==> config.mk <==
export PLATFORM = sky130hd
export DESIGN_NAME = bcd_serial_adder
export DESIGN_NICKNAME = d
export VERILOG_FILES = /design/src/rtl/bcd_serial_adder.sv
export SDC_FILE = /design/constraint.sdc
export NUM_CORES = 1
export LEC_CHECK = 0
export CAP_MARGIN = 20
export CELL_PAD_IN_SITES_DETAIL_PLACEMENT = 1
export CELL_PAD_IN_SITES_GLOBAL_PLACEMENT = 2
export CORE_ASPECT_RATIO = 0.75
export CORE_UTILIZATION = 25
export CTS_CLUSTER_DIAMETER = 30
export DETAILED_ROUTE_END_ITERATION = 10
export GPL_TIMING_DRIVEN = 0
export PLACE_DENSITY_LB_ADDON = 0.15
export SLEW_MARGIN = 20
export SYNTH_ARGS = -nofsm -noshare
export SYNTH_HDL_FRONTEND = slang
export SYNTH_SLANG_ARGS = --single-unit
==> constraint.sdc <==
create_clock -name clk -period 6.3 [get_ports clk]
set_clock_uncertainty 0.2 [all_clocks]
set_input_delay 0.945 -clock clk [delete_from_list [all_inputs] [get_ports clk]]
set_output_delay 0.945 -clock clk [all_outputs]
set_load 0.05 [all_outputs]
==> src/rtl/bcd_serial_adder.sv <==
// bcd_serial_adder: digit-serial 3-digit BCD adder, one decade per clock, with start/busy/done handshake.
module bcd_serial_adder #(
    parameter bit DONE_HOLD = 1'b0
) (
    input  logic       clk,
    input  logic       rst,
    input  logic       start,
    input  logic [3:0] x_ones,
    input  logic [3:0] x_tens,
    input  logic [3:0] x_huns,
    input  logic [3:0] y_ones,
    input  logic [3:0] y_tens,
    input  logic [3:0] y_huns,
    output logic       busy,
    output logic       done,
    output logic [3:0] out_ones,
    output logic [3:0] out_tens,
    output logic [3:0] out_huns,
    output logic [3:0] out_thou,
    output logic       err
);
    typedef enum logic [2:0] {S_IDLE, S_ONES, S_TENS, S_HUNS, S_DONE} state_t;
    state_t     r_state;
    logic [3:0] r_xo, r_xt, r_xh, r_yo, r_yt, r_yh;
    logic [3:0] r_ones, r_tens, r_huns, r_thou;
    logic       r_carry, r_busy, r_done, r_err;
    logic [3:0] w_xd, w_yd, w_digit;
    logic [4:0] w_sum, w_adj;
    logic       w_hi, w_bad;
    always_comb begin
        w_xd    = r_state == S_ONES ? r_xo : r_state == S_TENS ? r_xt : r_xh;
        w_yd    = r_state == S_ONES ? r_yo : r_state == S_TENS ? r_yt : r_yh;
        w_sum   = {1'b0, w_xd} + {1'b0, w_yd} + {4'd0, r_carry};
        w_adj   = w_sum + 5'd6;
        w_hi    = w_sum > 5'd9;
        w_digit = w_hi ? w_adj[3:0] : w_sum[3:0];
        w_bad   = (x_ones > 4'd9) | (x_tens > 4'd9) | (x_huns > 4'd9) |
                  (y_ones > 4'd9) | (y_tens > 4'd9) | (y_huns > 4'd9);
    end
    always_ff @(posedge clk) begin
        if (rst) begin
            r_state <= S_IDLE;
            {r_xo, r_xt, r_xh, r_yo, r_yt, r_yh} <= '0;
            {r_ones, r_tens, r_huns, r_thou} <= '0;
            {r_carry, r_busy, r_done, r_err} <= '0;
        end else begin
            case (r_state)
                S_IDLE, S_DONE: begin
                    if (start) begin
                        {r_xo, r_xt, r_xh} <= {x_ones, x_tens, x_huns};
                        {r_yo, r_yt, r_yh} <= {y_ones, y_tens, y_huns};
                        r_err   <= w_bad;
                        r_carry <= 1'b0;
                        r_busy  <= 1'b1;
                        r_done  <= 1'b0;
                        r_state <= S_ONES;
                    end else if (r_state == S_DONE && !DONE_HOLD) begin
                        r_done  <= 1'b0;
                        r_state <= S_IDLE;
                    end
                end
                S_ONES: begin
                    r_ones  <= w_digit;
                    r_carry <= w_hi;
                    r_state <= S_TENS;
                end
                S_TENS: begin
                    r_tens  <= w_digit;
                    r_carry <= w_hi;
                    r_state <= S_HUNS;
                end
                S_HUNS: begin
                    // invalid operands still take the full sequence, but report a zero result
                    r_ones  <= r_err ? 4'd0 : r_ones;
                    r_tens  <= r_err ? 4'd0 : r_tens;
                    r_huns  <= r_err ? 4'd0 : w_digit;
                    r_thou  <= r_err ? 4'd0 : {3'b000, w_hi};
                    r_carry <= w_hi;
                    r_busy  <= 1'b0;
                    r_done  <= 1'b1;
                    r_state <= S_DONE;
                end
                default: r_state <= S_IDLE;
            endcase
        end
    end
    assign busy     = r_busy;
    assign done     = r_done;
    assign err      = r_err;
    assign out_ones = r_ones;
    assign out_tens = r_tens;
    assign out_huns = r_huns;
    assign out_thou = r_thou;
endmodule

### Word-level counts from Yosys, hierarchy flattened

Cells that the tools add are included.

* input bits: 27
* register bits: 47
* word-level logic and storage cells: 70
* output and inout bits: 19

* add/subtract/negate cells: 3
* $lt $le $gt $ge: 7
* bitwise logic cells: 5
* equality and inequality tests: 7
* muxes and demuxes: 20
* reduce and logical (&&, ||, !) cells: 13

Operator list (count)
* 2-to-1 mux 4 bit: 7
* > comparator 4 bit (second input constant): 6
* one-hot mux 4 bit (2 select lines): 2
* one-hot mux 3 bit (4 select lines): 1
* AND reduction 2 bit: 6
* nonzero test 2 bit: 4
* == test 3 x 2 -> 1 bit (second input constant): 2
* 2-to-1 mux 3 bit: 2
* one-hot mux 1 bit (2 select lines): 3
* adder 4 x 4 -> 5 bit: 1
* adder 5 x 1 -> 5 bit: 1
* > comparator 5 x 4 -> 1 bit (second input constant): 1
* 2-to-1 mux 1 bit: 5
* OR 1 bit: 5
* adder 4 x 3 -> 4 bit (second input constant): 1
* != test 2 bit (second input constant): 2
* == test 3 x 1 -> 1 bit (second input constant): 1
* == test 3 bit (second input constant): 1
* zero test 3 bit: 1
* != test 3 bit (second input constant): 1
* OR reduction 3 bit: 1
* OR reduction 2 bit: 1

### Depth between registers and ports, before layout

Gate-level depths: netlist of the first run.

* depth after elaboration: 8
* depth in mapped cells: 14
* gate-level depth less buffers: 13

### Worst setup path before layout of the first run

No wires, ideal clock.

* path kind: reg2reg
* from: register r_state[0]
* to: register r_ones[2] (netlist: out_ones[2])
* clock period less this slack: 3925 ps
* buffers on the path: 1
* setup time: 85 ps
* stages on the path, launching flop included: 13
* setup slack: 2375 ps
* data required time: 6015 ps
* arrival time: 3640 ps
* cells stage by stage: dfxtp_1 > buf_2 > inv_1 > nor3_1 > a21oi_1 > fa_1 > fa_1 > xor2_1 > ha_1 > a22oi_2 > a311oi_4 > mux2_4 > o31ai_2

* word-level cells in the longest chain between the ends: 8
* elaborated cells on any way between the ends: 16
* those cells by class: add/sub: 3; order compare: 1; eq/ne: 4; mux: 6; reduce/logical: 2

RTL lines
* start, declared: line 23 `state_t r_state;`
* start signal, assigned: line 42 `r_state <= S_IDLE;`
* start signal, assigned: line 56 `r_state <= S_ONES;`
* start signal, assigned: line 59 `r_state <= S_IDLE;`
* == test 3 x 2 -> 1 bit: line 31, 32
* 2-to-1 mux 4 bit, on equally long branches (2 in a row): line 31, 32
* adder 4 x 4 -> 5 bit: line 33 `w_sum = {1'b0, w_xd} + {1'b0, w_yd} + {4'd0, r_carry};`
* adder 5 x 1 -> 5 bit: line 33
* adder 4 x 3 -> 4 bit or > comparator 5 x 4 -> 1 bit (tied branches): line 34, 35
* 2-to-1 mux 4 bit: line 36 `w_digit = w_hi ? w_adj[3:0] : w_sum[3:0];`
* one-hot mux 4 bit (2 select lines): line 47 `case (r_state)`
* end signal, assigned: line 63 `r_ones <= w_digit;`
* end signal, assigned: line 74 `r_ones <= r_err ? 4'd0 : r_ones;`
* end, declared: line 25 `logic [3:0] r_ones, r_tens, r_huns, r_thou;`

Parallel ways exist; a longest one is shown, timed or not.
A chain may end at the register's enable or synchronous reset.

### Worst setup path in the final report of the first run

* from: register r_state[1]
* to: register r_ones[2] (netlist: out_ones[2])

The elaborated chain is that of the path after synthesis.

==> results_dict.tcl, run 1 <==
set metrics [dict create \
    outcome "finished clean" \
    fin_crit_sh 0.7447 \
    cp_max_fo 9 \
    drive_gt1_frac 0.08537 \
    critPathArrivalTime_ns 4.69 \
    ctsResizeCount 0 \
    seq_area_frac_synth 0.4100 \
    synth_seq_cells 44 \
    fillers 985 \
    rr_worst_depth 14 \
    fp.dieW_um 109.0 \
    place_congestion 0.7830 \
    synthTopCellsByCount "nand2_1, dfxtp_1, a21oi_1, nor2_1" \
    layout_min_cycle_time_ns 4.692 \
    min-delay-start "out_huns[1]" \
    cp_num_buf_inv 2 \
    ant_nets 0 \
    post-cts-setup-buffers 0 \
    rsz0062_at_grt "false" \
    clk_latency_ns 0.29 \
    postCtsHoldBufs 0 \
    synth.avg_cell_area_um2 7.784 \
    cts_max_level 2 \
    grt_pass1_wl_mm 11.52 \
    p_per_area_nw_per_um2 336.8 \
    grt_start_max_net_pins 14 \
    combPwrFrac 0.384 \
    antenna_found_initial 0 \
    areaGrowthSynthToFinish_pct 33.20 \
    route.detailed.drc 0 \
    crit_cells 14 \
    yosysTopAreaCell "dfxtp_1" \
    postSynthCellCount 276 \
    cts_sinks 44 \
    p_sw_frac 0.3740 \
    synth.area.top_cells "dfxtp_1, nand2_1, a21oi_1" \
    fin_nets 360 \
    first_global_vias 2111 \
    critPathKind "reg -> reg" \
    num_rows 28 \
    yosysTopAreaCellShare 0.4100 \
    crit_required_ns 6.30 \
    fin_tns_setup_ns 0 \
    ys_warn_count 0 \
    cts_buffer_depth 2 \
    vdd_drop_max_v 0.0001306 \
    relSlewSlack 0.4996 \
    dr.pass1.iters 4 \
    syn_area_um2 2148 \
    crit_start "r_state[1]" \
    critical_path.slowest_cell "nor3_2" \
    post-route-util 0.3536 \
    critPathCaptureType "flop" \
    p_int_w 0.0006033 \
    stdcell_count 433 \
    multi_input_area_um2 1172 \
    wl_mm 6.995 \
    synth_async_sr_flop_share 0 \
    path_cells "clkbuf_1 > inv_1 > nor3_2 > nand2_1 > a21oi_1 > a21oi_1 > fa_1 > fa_1 > xor2_1 > ha_1 > a22oi_2 > a311oi_4 > mux2_4 > o31ai_2" \
    power_leakage_nw 1.058 \
    grt_overflow 0 \
    finalSetupViolCount 0 \
    clkPwrFrac 0.281 \
    seqCellArea_um2 880.8 \
    hold_ws_ns 0.2486 \
    place_hpwl_mm 5.278 \
    slew_violations 0 \
    antennaDiodeCount 0 \
    total_power_w 0.0009637 \
    cpPeakStageDelay_ns 0.58 \
    p_switching_w 0.0003604 \
    drv_cap 0 \
    fmax_mhz 213.1 \
    synth_most_common_cell "nand2_1" \
    placed_cells 425 \
    synth_ff_type "dfxtp_1" \
    critical_path.top_delay_family "adder cells" \
    numCtsBuffers 5 \
    startpoint_type "flop" \
    ys_types 45 \
    hold_viol_final 0 \
    io-pin-count 46 \
    initial_core_util 0.2655 \
    clkTransAtPathRegs_ns 0.06 \
    wire_per_inst_um 16.15 \
    drtIter0Drc 67 \
    holdPathStages 2 \
    tightest_slew_ns 0.7428 \
    dieArea_um2 8972 \
    grt_util_all_layers 0.1721 \
    via_per_inst 4.732 \
    dieHeight_um 82.28 \
    sequentialPowerShare 0.335 \
    min_path_type "reg -> reg" \
    cts_root_buffer "clkbuf_16" \
    numPortBuffers 42 \
    synth-edff-count 0 \
    cts_tree "yes" \
    core-area_um2 8093 \
    rr_startpoint "r_state[1]" \
    num_vias 2049 \
]
-- cells in the final DEF (no fill, tap or decap), types with 3 or more instances in the layout --
master	instances
a21oi_1	43
a21o_1	3
and2_1	3
inv_1	6
o21ai_0	10
clkbuf_1	10
or3_1	3
buf_4	3
buf_2	5
nand2_1	73
a31oi_1	4
clkdlybuf4s50_1	42
clkbuf_16	5
nor3_1	4
conb_1	3
nor2_1	17
dfxtp_1	44
nand3b_1	4
ha_1	4
-- worst register-to-register path, delay by kind of cell, from the launching register on --
kind | cells | cell delay, ns
fa+ha+maj | 3 | 1.17
buf+inv | 2 | 0.50
xor+xnor | 1 | 0.34
flops | 1 | 0.31
compound gates | 5 | 0.99
mux | 1 | 0.37
simple gates | 2 | 0.71
-- power by group through the flow --
stage          Sequential, W  Clock, W  Combinational [W]
6_report            0.000323  0.000271           0.000370
2_1_floorplan       0.000363         0           0.000222
4_1_cts             0.000323  0.000278           0.000372
3_5_place_dp        0.000329         0           0.000369
3_3_place_gp        0.000329         0           0.000368
5_1_grt             0.000327  0.000293           0.000405
-- sequential cells by signal, indices dropped and copies added, names as in the netlist --
signal / count
err: 1
r_yt: 4
r_yh: 4
r_xh: 4
out_tens: 4
out_thou: 1
done: 1
r_carry: 1
r_xo: 4
out_huns: 4
busy: 1
r_state: 3
r_xt: 4
r_yo: 4
out_ones: 4
-- kinds of logic after synthesis --
| logic type | share of synthesized area |
|---|---|
| and+or+nand+nor | 0.2423 |
| AOI/OAI and AO/OA | 0.2347 |
| DFF | 0.4100 |
| buffers and inverters | 0.05009 |
| adders and majority gates | 0.04194 |
| xor gates and xnor gates | 0.01223 |
| other | 0.001746 |
| muxes | 0.006987 |
-- metal layers --
metal	GRT usage	share of wire	vias to the layer above
li1	-	-	1050
met1	0.2541	0.56	964
met2	0.2541	0.40	31
met3	0.04003	0.030	4
met4	0.02838	0.0051	0
met5	0	0	-
-- worst paths after layout --
| path | end | slack, ns |
|---|---|---|
| worst max-delay path | out_ones[2] | 1.61 |
| worst min-delay path | out_huns[1] | 0.25 |
| worst max register to register | out_ones[2] | 1.61 |
| worst min register to register | out_huns[1] | 0.25 |
-- metrics by stage --
| step | worst slack (ns) | instance area (um2) |
|---|---|---|
| after floorplan | 2.375 | 2156 |
| after global placement | 1.526 | 2708 |
| after detailed placement | 1.616 | 2713 |
| after CTS | 1.548 | 2861 |
| after global routing | 1.248 | 2861 |
| final | 1.608 | 2861 |
-- final cells by class --
class	count	share of cell area
Clock inverter	2	0.003498
Timing Repair Buffer	42	0.1469
Buffer	18	0.02973
Sequential cell	44	0.3078
Tap cell	105	0.04591
Clock buffer	6	0.04854
Multi-Input combinational cell	210	0.4097
Inverter	6	0.007871
No activity file was read; power rests on OpenSTA's default activity.
==> run 2, diff against run 1 <==
clock period = 4.14 ns   (was 6.3 ns; I/O delays follow)
==> results_dict.tcl, run 2 (synthesis gave the netlist of run 1 again) <==
set metrics [dict create \
    total_power_w 0.001538 \
    place_hpwl_mm 5.278 \
    fin_nets 363 \
    setup_ws_ns 0.1748 \
    drtIter0Drc 70 \
    hold_ws_ns 0.2486 \
    antennaDiodeCount 0 \
    areaGrowthSynthToFinish_pct 37.74 \
    rr_worst_depth 14 \
    clk_latency_ns 0.29 \
    cts_tree "yes" \
    dr.pass1.iters 4 \
    cpPeakStageDelay_ns 0.54 \
    rsz0062_at_grt "false" \
    p_per_area_nw_per_um2 519.7 \
    critPathCaptureType "flop" \
    grt_util_all_layers 0.1733 \
    dieHeight_um 82.28 \
    grt_start_max_net_pins 14 \
    fp.dieW_um 109.0 \
    min_path_type "reg -> reg" \
    postCtsHoldBufs 0 \
    startpoint_type "flop" \
    fillers 980 \
    io-pin-count 46 \
    finalInstanceArea_um2 2959 \
    place_area_um2 2713 \
    rr_endpoint "out_thou[0]" \
    cts_root_buffer "clkbuf_16" \
    stdcell_count 436 \
    numPortBuffers 42 \
    finalSetupViolCount 0 \
    hold_viol_final 0 \
    cp_num_buf_inv 3 \
    drv_cap 0 \
    holdPathStages 2 \
    fmax_mhz 252.2 \
    grt_overflow 0 \
    ant_nets 0 \
    path_cells "buf_2 > or3b_2 > clkbuf_4 > nand2_1 > a21oi_1 > a21oi_1 > fa_1 > fa_2 > ha_1 > a22oi_2 > a311oi_4 > buf_12 > or3_1 > a21oi_1" \
    relSlewSlack 0.4925 \
    layout_min_cycle_time_ns 3.965 \
    power_leakage_nw 1.094 \
    via_per_inst 4.782 \
    pre_cts_slack_ns -0.5445 \
    wl_mm 7.103 \
    path_common_cell "a21oi_1" \
    min-delay-start "out_huns[1]" \
    vdd_drop_max_v 0.0002283 \
    cts_sinks 44 \
    num_rows 28 \
    final_cell_mix "nand2_1, a21oi_1, dfxtp_1, clkdlybuf4s50_1, nor2_1" \
    wire_per_inst_um 16.29 \
    numCtsBuffers 5 \
    outcome "finished clean" \
    cts_buffer_depth 2 \
    cts_max_level 2 \
    slew_violations 0 \
    core-area_um2 8093 \
    timing.reg2reg.setup_slack_ns 0.17 \
    crit_cells 14 \
    first_global_vias 2109 \
    dieArea_um2 8972 \
    critPathArrivalTime_ns 3.98 \
    num_vias 2085 \
    place_congestion 0.7830 \
    antenna_found_initial 0 \
    mostFrequentLayoutCell "nand2_1" \
    route.detailed.drc 0 \
    fin_crit_sh 0.9578 \
    grt_pass1_wl_mm 11.59 \
    critPathKind "reg -> reg" \
    rr_startpoint "r_state[0]" \
    hold_path_end "out_huns[1]" \
    tightest_slew_ns 0.7533 \
    crit_required_ns 4.15 \
    placed_cells 425 \
    cp_max_fo 10 \
    clkTransAtPathRegs_ns 0.06 \
    critical_path.top_delay_family "adder cells" \
    critical_path.slowest_cell "fa_2" \
    drive_gt1_frac 0.1148 \
    initial_core_util 0.2655 \
]
[run 2: changes by cell type in the layout (fill, tap and decap cells not counted), moves of 2 or more]
| cell | previous run | this run |
|---|---|---|
| clkbuf_1 | 10 | 8 |
| nor3_4 | 0 | 2 |
| buf_4 | 3 | 6 |
| nor3_2 | 2 | 0 |
| dfxtp_1 | 44 | 42 |
| dfxtp_2 | 0 | 2 |
| buf_12 | 0 | 2 |
[run 2: stage by stage]
| step | utilization | setup TNS, ns |
|---|---|---|
| detailed placement | 0.3352 | -2.469 |
| CTS | 0.3576 | 0 |
| global placement | 0.3346 | -3.341 |
| floorplan | - | 0 |
| global route | 0.3656 | 0 |
| finish | 0.3656 | 0 |
[run 2: worst reg2reg max path, delay by kind of cell (launching register included)]
| family | cells | cell delay, ns |
|---|---|---|
| adder cells (fa/ha/maj) | 3 | 1.08 |
| flip-flops | 1 | 0.30 |
| AO/OA/AOI/OAI | 5 | 0.83 |
| buffers and inverters | 3 | 0.58 |
| AND/OR/NAND/NOR | 3 | 0.91 |
[run 2: per-layer routing]
metal  GRT usage  up-vias  routed length [um]
li1            -     1058                   -
met2      0.2541       31                2903
met1      0.2577      992                3952
met4     0.02838        0                  33
met3     0.04003        4                 213
met5           0        -                   0
[run 2: how the worst max path moves through the flow]
stage | from | to | slack [ns]
2_1_floorplan | r_state[0] | out_ones[2] | 0.22
3_3_place_gp | r_state[2] | out_tens[2] | -0.63
3_5_place_dp | r_state[1] | out_ones[2] | -0.54
4_1_cts | r_state[0] | out_ones[2] | 0.02
5_1_grt | r_state[1] | out_tens[2] | 0.008
6_report | r_state[0] | out_thou[0] | 0.17
[run 2: layout make-up]
| class | count | area (um2) | share of cell area |
|---|---|---|---|
| buffer | 16 | 80.08 | 0.02706 |
| tap | 105 | 131.4 | 0.04440 |
| multi-input combinational | 210 | 1210 | 0.4089 |
| sequential | 44 | 883.3 | 0.2985 |
| timing repair buffer | 47 | 483.0 | 0.1632 |
| clock inverter | 2 | 10.01 | 0.003383 |
| clock buffer | 6 | 138.9 | 0.04693 |
| inverter | 6 | 22.52 | 0.007611 |
[run 2: power by group]
| group | internal (W) | switching [W] |
|---|---|---|
| combinational | 0.000265 | 0.000362 |
| sequential | 0.000468 | 0.0000305 |
| clock | 0.000238 | 0.000174 |
| total | 0.000971 | 0.000566 |
[run 2: what timing repair did]
action | CTS | global route
gates cloned | 0 | 0
setup buffers | 2 | 3
endpoints found under the setup margin | 11 | 5
pin swaps | 1 | 3
resized for setup | 6 | 3
==> run 3, diff against run 2 <==
CORE_UTILIZATION = 26   (was 25)
==> results_dict.tcl, run 3 (synthesis gave the netlist of run 1 again) <==
set metrics [dict create \
    outcome "finished clean" \
    core-area_um2 7953 \
    holdPathStages 2 \
    cts_tree "yes" \
    crit_required_ns 4.17 \
    clk_latency_ns 0.30 \
    dr.pass1.iters 5 \
    relSlewSlack 0.5624 \
    power_leakage_nw 1.074 \
    hold_viol_final 0 \
    hold_ws_ns 0.2475 \
    critPathArrivalTime_ns 3.92 \
    antennaDiodeCount 0 \
    stdcell_count 438 \
    rr_worst_depth 15 \
    place_area_um2 2713 \
    antenna_found_initial 0 \
    route.detailed.drc 0 \
    num_rows 28 \
    cts_sinks 44 \
    mostFrequentLayoutCell "nand2_1" \
    critPathCaptureType "flop" \
    final_cell_mix "nand2_1, a21oi_1, dfxtp_1, clkdlybuf4s50_1, nor2_1" \
    critPathKind "reg -> reg" \
    seqCellArea_um2 883.3 \
    grt_pass1_wl_mm 11.25 \
    grt_util_all_layers 0.1746 \
    cp_max_fo 10 \
    layout_min_cycle_time_ns 3.895 \
    rsz0062_at_grt "false" \
    min_path_type "reg -> reg" \
    cts_max_level 2 \
    first_global_vias 2068 \
    initial_core_util 0.2701 \
    io-pin-count 46 \
    fillers 965 \
    drtIter0Drc 85 \
    areaGrowthSynthToFinish_pct 35.59 \
    slew_violations 0 \
    ant_nets 0 \
    numCtsBuffers 5 \
    place_hpwl_mm 5.278 \
    numPortBuffers 42 \
    place_congestion 0.7922 \
    finalInstanceArea_um2 2913 \
    wire_per_inst_um 16.04 \
    fmax_mhz 256.7 \
    dieHeight_um 80.72 \
    total_power_w 0.001445 \
    startpoint_type "flop" \
    p_per_area_nw_per_um2 496.1 \
    placed_cells 426 \
    num_vias 2113 \
    drv_cap 0 \
    dieArea_um2 8634 \
    fin_crit_sh 0.9409 \
    drive_gt1_frac 0.1201 \
    fp.dieW_um 107.0 \
    finalSetupViolCount 0 \
    vdd_drop_max_v 0.0001720 \
    cts_buffer_depth 2 \
    cts_root_buffer "clkbuf_8" \
    fin_nets 365 \
    multi_input_area_um2 1211 \
    clkTransAtPathRegs_ns 0.09 \
    grt_start_max_net_pins 14 \
    tightest_slew_ns 0.6495 \
    grt_overflow 0 \
    via_per_inst 4.824 \
    wl_mm 7.025 \
]
[run 3: cell count changes in the layout (fill, tap and decap cells not counted), moves of 2 or more]
cell / change
clkbuf_8: +4
buf_4: +3
clkbuf_16: -5
buf_12: -2
[run 3: layout make-up]
class | count | share of cell area
clock inverters | 2 | 0.01203
inverters | 6 | 0.007732
plain buffers | 16 | 0.02878
flip-flops and latches | 44 | 0.3033
multi-input cells | 210 | 0.4158
well taps | 105 | 0.04510
clock buffers | 6 | 0.02491
repair buffers | 49 | 0.1624
[run 3: metal layers]
| layer | GRT usage | up-vias | routed length (um) |
|---|---|---|---|
| li1 | - | 1056 | - |
| met1 | 0.2635 | 1015 | 3851 |
| met2 | 0.2523 | 37 | 2866 |
| met3 | 0.03166 | 5 | 246 |
| met4 | 0.04110 | 0 | 61 |
| met5 | 0 | - | 0 |
[run 3: where the power goes]
group	leakage [nW]	internal [W]	switching [W]
Combinational	0.658	0.000254	0.000359
Sequential	0.360	0.000467	0.0000297
Clock	0.0552	0.000179	0.000157
Total	1.07	0.000900	0.000545
[run 3: worst paths after layout]
path,start,to,slack [ns]
worst max-delay path,r_state[0],r_carry,0.24
worst max register to register,r_state[0],r_carry,0.24
worst min register to register,out_huns[1],out_huns[1],0.25
worst min-delay path,out_huns[1],out_huns[1],0.25
[run 3: critical path, stage by stage (launching register included)]
cell      delay, ns
dfxtp_1        0.32
buf_2          0.19
or3b_2         0.21
buf_6          0.18
nand2_1        0.07
a21oi_1        0.13
a21oi_1        0.07
fa_1           0.46
fa_2           0.46
xor2_4         0.21
ha_2           0.22
a22oi_2        0.29
a311oi_4       0.16
buf_4          0.18
or3_1          0.30
a21oi_1        0.14
[run 3: metrics by stage]
stage	utilization	worst slack (ns)	TNS (ns)
floorplan	-	0.2152	0
global placement	0.3405	-0.5404	-2.458
detailed placement	0.3411	-0.4702	-1.864
CTS	0.3584	0.005659	0
global route	0.3663	0.01273	0
finish	0.3663	0.2448	0
[run 3: timing repair]
action,CTS,global route
pin swaps,1,4
hold buffers,0,0
buffers inserted,2,4
gates resized for setup,5,9
setup endpoints to repair,6,5
==> RTL change 1: new RTL, settings of run 3 <==
The parameter `DONE_HOLD` goes from 1'b0 to 1'b1.
--- a/src/rtl/bcd_serial_adder.sv
+++ b/src/rtl/bcd_serial_adder.sv
@@ -2,3 +2,3 @@
 module bcd_serial_adder #(
-    parameter bit DONE_HOLD = 1'b0
+    parameter bit DONE_HOLD = 1'b1
 ) (
Behaviour: not the same (Yosys sat finds a counterexample within 10 cycles, from zero or initial values and one cycle with rst high).
==> RTL change 1 against run 3 <==
Sequential share of layout area increased by 0.97 points; final area is 3.2% lower; wire length decreased by 4.8%; setup slack got worse by 0.031 ns; via count is 2.3% lower; power is 5.2% lower; synthesized area is 1.5% lower; sequential cell count is the same.
==> RTL change 1: results (changes against run 3) <==
metric,value,unit,change
drt_iter0_markers,88,,was 85
synth_compound_area_share,21.8,%,was 23.5%
via_per_inst,4.76,,was 4.82
synth_commonest_cells,"nand2_1, dfxtp_1, a21oi_1",,unchanged
grt_max_degree,13,,was 14
combPwrFrac,44.3,%,was 42.4%
drive_gt1_share,8.51,%,was 12.0%
dpl-instance-area,2670,um2,was 2710 um2
wl,6690,um,was 7030 um
ys_types,39,,was 45
synth_fa_ha_area_share,4.26,%,was 4.19%
ys_seq_area_share,41.6,%,was 41.0%
swShare,39.1,%,was 37.7%
fmax,255,MHz,was 257 MHz
cp.arrival,3.95,ns,was 3.92 ns
yosys-mux-area-fraction,1.24,%,was 0.699%
place_inst,425,,was 426
startpoint,r_state[1],,was r_state[0]
synth.area.top_cells,"dfxtp_1, nand2_1, a21oi_1",,unchanged
hpwl,5100,um,was 5280 um
gp_congestion,0.729,,was 0.792
critPathMaxFanout,8,,was 10
syn_inst,277,,was 276
synthXorXnorAreaFrac,1.24,%,was 1.22%
status,finished clean,,unchanged
vias,2065,,was 2113
grt_pass1_wl,11100,um,was 11200 um
dpl_worst_slack,-0.713,ns,was -0.470 ns
ir_worst_vdd,0.156,mV,was 0.172 mV
portBuffers,41,,was 42
ff2ff_setup_slack,0.21,ns,was 0.24 ns
p_leak,1.05,nW,was 1.07 nW
grt_pass1_vias,2042,,was 2068
nNetsFinal,362,,was 365
rr_worst_depth,13,,was 15
max_stage_delay,0.53,ns,was 0.46 ns
tightest_slew,0.763,ns,was 0.650 ns
first_pass_iters,4,,was 5
[RTL change 1: changes by cell type in the layout (fill, tap and decap cells not counted), moves of 2 or more]
cell,before,now
o21ai_0,10,14
a21oi_1,43,39
clkbuf_1,9,11
buf_4,9,7
o21ai_1,2,0
buf_2,4,1
nand2b_1,0,5
nor3_4,2,0
[RTL change 1: per-layer routing]
layer / up-vias / GRT usage [%] / part of all wire (%)
met5: - / 0 / 0
met4: 0 / 4.58 / 1.0
met3: 8 / 3.17 / 2.5
met2: 32 / 27.3 / 42
met1: 985 / 23.8 / 54
li1: 1040 / - / -
[RTL change 1: how the worst min path moves through the flow]
stage	cells past startpoint	slack [ns]	end	startpoint
floorplan	2	0.24	r_xh[0]	r_xh[0]
global placement	2	0.24	out_huns[2]	out_huns[2]
detailed placement	2	0.25	r_xt[2]	r_xt[2]
CTS	2	0.26	r_xt[2]	r_xt[2]
global route	2	0.28	r_xt[1]	r_xt[1]
finish	2	0.26	r_yo[0]	r_yo[0]
[RTL change 1: per-stage QoR]
stage                     hold WS, ns  total power [mW]
final                           0.261              1.37
after global placement          0.241              1.03
after detailed placement        0.251              1.04
after global routing            0.276              1.46
after floorplan                 0.237             0.867
after CTS                       0.263              1.34
[RTL change 1: area by class of cell]
type | count | area (um2) | area share [%]
Inverter | 6 | 22.5 | 0.799
Buffer | 17 | 87.6 | 3.11
Clock inverter | 1 | 5.00 | 0.178
Multi-Input combinational cell | 210 | 1180 | 41.8
Timing Repair Buffer | 45 | 440 | 15.6
Clock buffer | 6 | 72.6 | 2.57
Tap cell | 105 | 131 | 4.66
Sequential cell | 44 | 882 | 31.3
[RTL change 1: repair_timing]
action,in CTS,in global routing
setup endpoints to repair,11,6
hold buffers,0,0
hold endpoints to repair,0,0
pin swaps,1,1
gates resized for setup,11,6
setup buffers,1,3
==> RTL change 2: new RTL, config.mk and constraints of run 3 <==
Made on the original files. Register the input `y_ones` before use. The logic sees it one clock later. The other inputs are not delayed to match.
--- a/src/rtl/bcd_serial_adder.sv
+++ b/src/rtl/bcd_serial_adder.sv
@@ -22,2 +22,9 @@
     typedef enum logic [2:0] {S_IDLE, S_ONES, S_TENS, S_HUNS, S_DONE} state_t;
+
+    logic [3:0] y_ones_q;
+
+    always_ff @(posedge clk) begin
+        y_ones_q <= y_ones;
+    end
+
     state_t     r_state;
@@ -37,3 +44,3 @@
         w_bad   = (x_ones > 4'd9) | (x_tens > 4'd9) | (x_huns > 4'd9) |
-                  (y_ones > 4'd9) | (y_tens > 4'd9) | (y_huns > 4'd9);
+                  (y_ones_q > 4'd9) | (y_tens > 4'd9) | (y_huns > 4'd9);
     end
@@ -50,3 +57,3 @@
                         {r_xo, r_xt, r_xh} <= {x_ones, x_tens, x_huns};
-                        {r_yo, r_yt, r_yh} <= {y_ones, y_tens, y_huns};
+                        {r_yo, r_yt, r_yh} <= {y_ones_q, y_tens, y_huns};
                         r_err   <= w_bad;
Check against the original RTL: not equivalent (Yosys sat finds a counterexample within 4 cycles, from zero or initial values and one cycle with rst high).
==> RTL change 2 against run 3 <==
Sequential cell count increased by 4; setup slack got worse by 0.037 ns; final area increased by 5.2%; wire length increased by 3.5%; maximum frequency decreased by 0.94%; clock power increased by 60%; critical endpoint is now out_tens[2]; synthesized area increased by 5.0%; via count increased by 1.3%; final cell count increased by 0.68%; synthesized cell count increased by 1.4%; first-iteration DRC count increased by 9.4%; power increased by 16%.
==> RTL change 2: results (changes against run 3) <==
metric,value,unit,change
grt.total_usage,17.5,%,about the same
synth_ff_type,dfxtp_1,,unchanged
async_reset_ff_share,0,%,unchanged
worstHoldStart,y_ones_q[0],,was out_huns[1]
htreeDepth,2,,unchanged
crit_family,adder cells,,unchanged
fill_cells,1026,,was 965
ir_worst_vdd,0.226,mV,was 0.172 mV
synth_edf_count,0,,unchanged
relSlewSlack,47.4,%,was 56.2%
whs,0.236,ns,was 0.248 ns
gp_congestion,0.815,,was 0.792
wl,7270,um,was 7030 um
min_path_cells,2,,unchanged
clk-insertion-delay-late,0.29,ns,
cts_root_buffer,clkbuf_16,,was clkbuf_8
dpl_worst_slack,-0.437,ns,was -0.470 ns
cts_inserted_buffers,5,,unchanged
rr_worst_depth,14,,was 15
holdPathEnd,r_yo[0],,was out_huns[1]
first_pass_iters,4,,was 5
ff2ff_setup_slack,0.21,ns,was 0.24 ns
grt_pass1_vias,2112,,was 2068
num_antenna_cells,0,,unchanged
timing.rr.start,r_state[2],,was r_state[0]
max_stage_delay,0.55,ns,was 0.46 ns
synth.area.top_cells,"dfxtp_1, nand2_1, a21oi_1",,unchanged
ys_seq_area_share,42.6,%,was 41.0%
nNetsFinal,365,,unchanged
grt_max_degree,17,,was 14
synth_commonest_cells,"nand2_1, dfxtp_1, a21oi_1",,unchanged
status,finished clean,,unchanged
clockBufferDepth,2,,unchanged
clk_pin_slew,0.07,ns,was 0.09 ns
syn_inst,280,,was 276
portBuffers,41,,was 42
hpwl,5440,um,was 5280 um
p_leak,1.14,nW,was 1.07 nW
cp.arrival,3.93,ns,was 3.92 ns
ys_types,46,,was 45
drive_gt1_share,11.7,%,was 12.0%
grt_pass1_wl,11600,um,was 11200 um
worst_path_max_delay_cell,dfxtp_1,,was fa_1
regToRegEndpoint,out_tens[2],,was r_carry
drt_iter0_markers,93,,was 85
place_inst,431,,was 426
hold_viol,0,,unchanged
avgRoutedWirePerCell,16.5,um,was 16.0 um
via_per_inst,4.85,,was 4.82
antenna_found_initial,0,,unchanged
RTL change 2: layer usage:
metal | wire (um) | vias to the layer above | global-route usage, %
met3 | 464 | 5 | 3.06
li1 | - | 1059 | -
met4 | 56 | 0 | 3.60
met2 | 3130 | 49 | 27.0
met5 | 0 | - | 0
met1 | 3620 | 1028 | 25.4
RTL change 2: power by group:
group          switching (mW)  internal (mW)  leakage [nW]
registers              0.0254          0.507         0.393
logic                   0.358          0.249         0.655
clock network           0.188          0.348        0.0944
RTL change 2: how the worst max path moves through the flow:
stage | slack (ns) | end | cells after the start | start
2_1_floorplan | 0.34 | out_ones[2] | 13 | r_state[0]
5_1_grt | 0.006 | out_thou[0] | 15 | r_state[2]
3_3_place_gp | -0.43 | out_tens[2] | 15 | r_state[2]
3_5_place_dp | -0.44 | out_tens[2] | 14 | r_state[2]
6_report | 0.21 | out_tens[2] | 14 | r_state[2]
4_1_cts | 0.04 | out_tens[2] | 14 | r_state[1]
RTL change 2: timing repair:
| action | 4_1_cts | 5_1_grt |
|---|---|---|
| pin swaps | 2 | 2 |
| resized for setup | 5 | 11 |
| hold buffers | 0 | 0 |
| setup buffers | 1 | 2 |
| setup endpoints to repair | 6 | 6 |
RTL change 2: stage by stage:
| step | utilization [%] | area (um2) | power (mW) |
|---|---|---|---|
| after floorplan | - | 2260 | 0.934 |
| after global placement | 33.2 | 2810 | 1.11 |
| after detailed placement | 33.2 | 2810 | 1.11 |
| after CTS | 35.8 | 3020 | 1.67 |
| after global routing | 36.3 | 3070 | 1.77 |
| final | 36.3 | 3070 | 1.68 |
RTL change 2: tightest hold or removal path, cell delays in order, from the launching register on:
cell	delay (ns)
dfxtp_1	0.30
nand2_1	0.04
a21oi_1	0.05
RTL change 2: cells by family (layout without fill, tap and decap cells):
| logic type | after synthesis | after routing | synth area share [%] |
|---|---|---|---|
| fa+ha+maj | 6 | 6 | 3.99 |
| buf+inv | 23 | 74 | 6.21 |
| flops | 48 | 48 | 42.6 |
| xor+xnor | 3 | 3 | 1.16 |
| simple gates | 117 | 117 | 22.9 |
| compound gates | 81 | 81 | 22.3 |
| mux | 1 | 1 | 0.665 |
| other cells | 1 | 3 | 0.166 |
RTL change 2: cell type report:
cell class	count	share of cell area (%)
tap	108	4.41
clock inverter	3	2.24
timing repair buffer	44	14.1
clock buffer	5	4.08
multi-input combinational	211	39.1
sequential	48	31.3
inverter	4	0.490
buffer	18	4.20
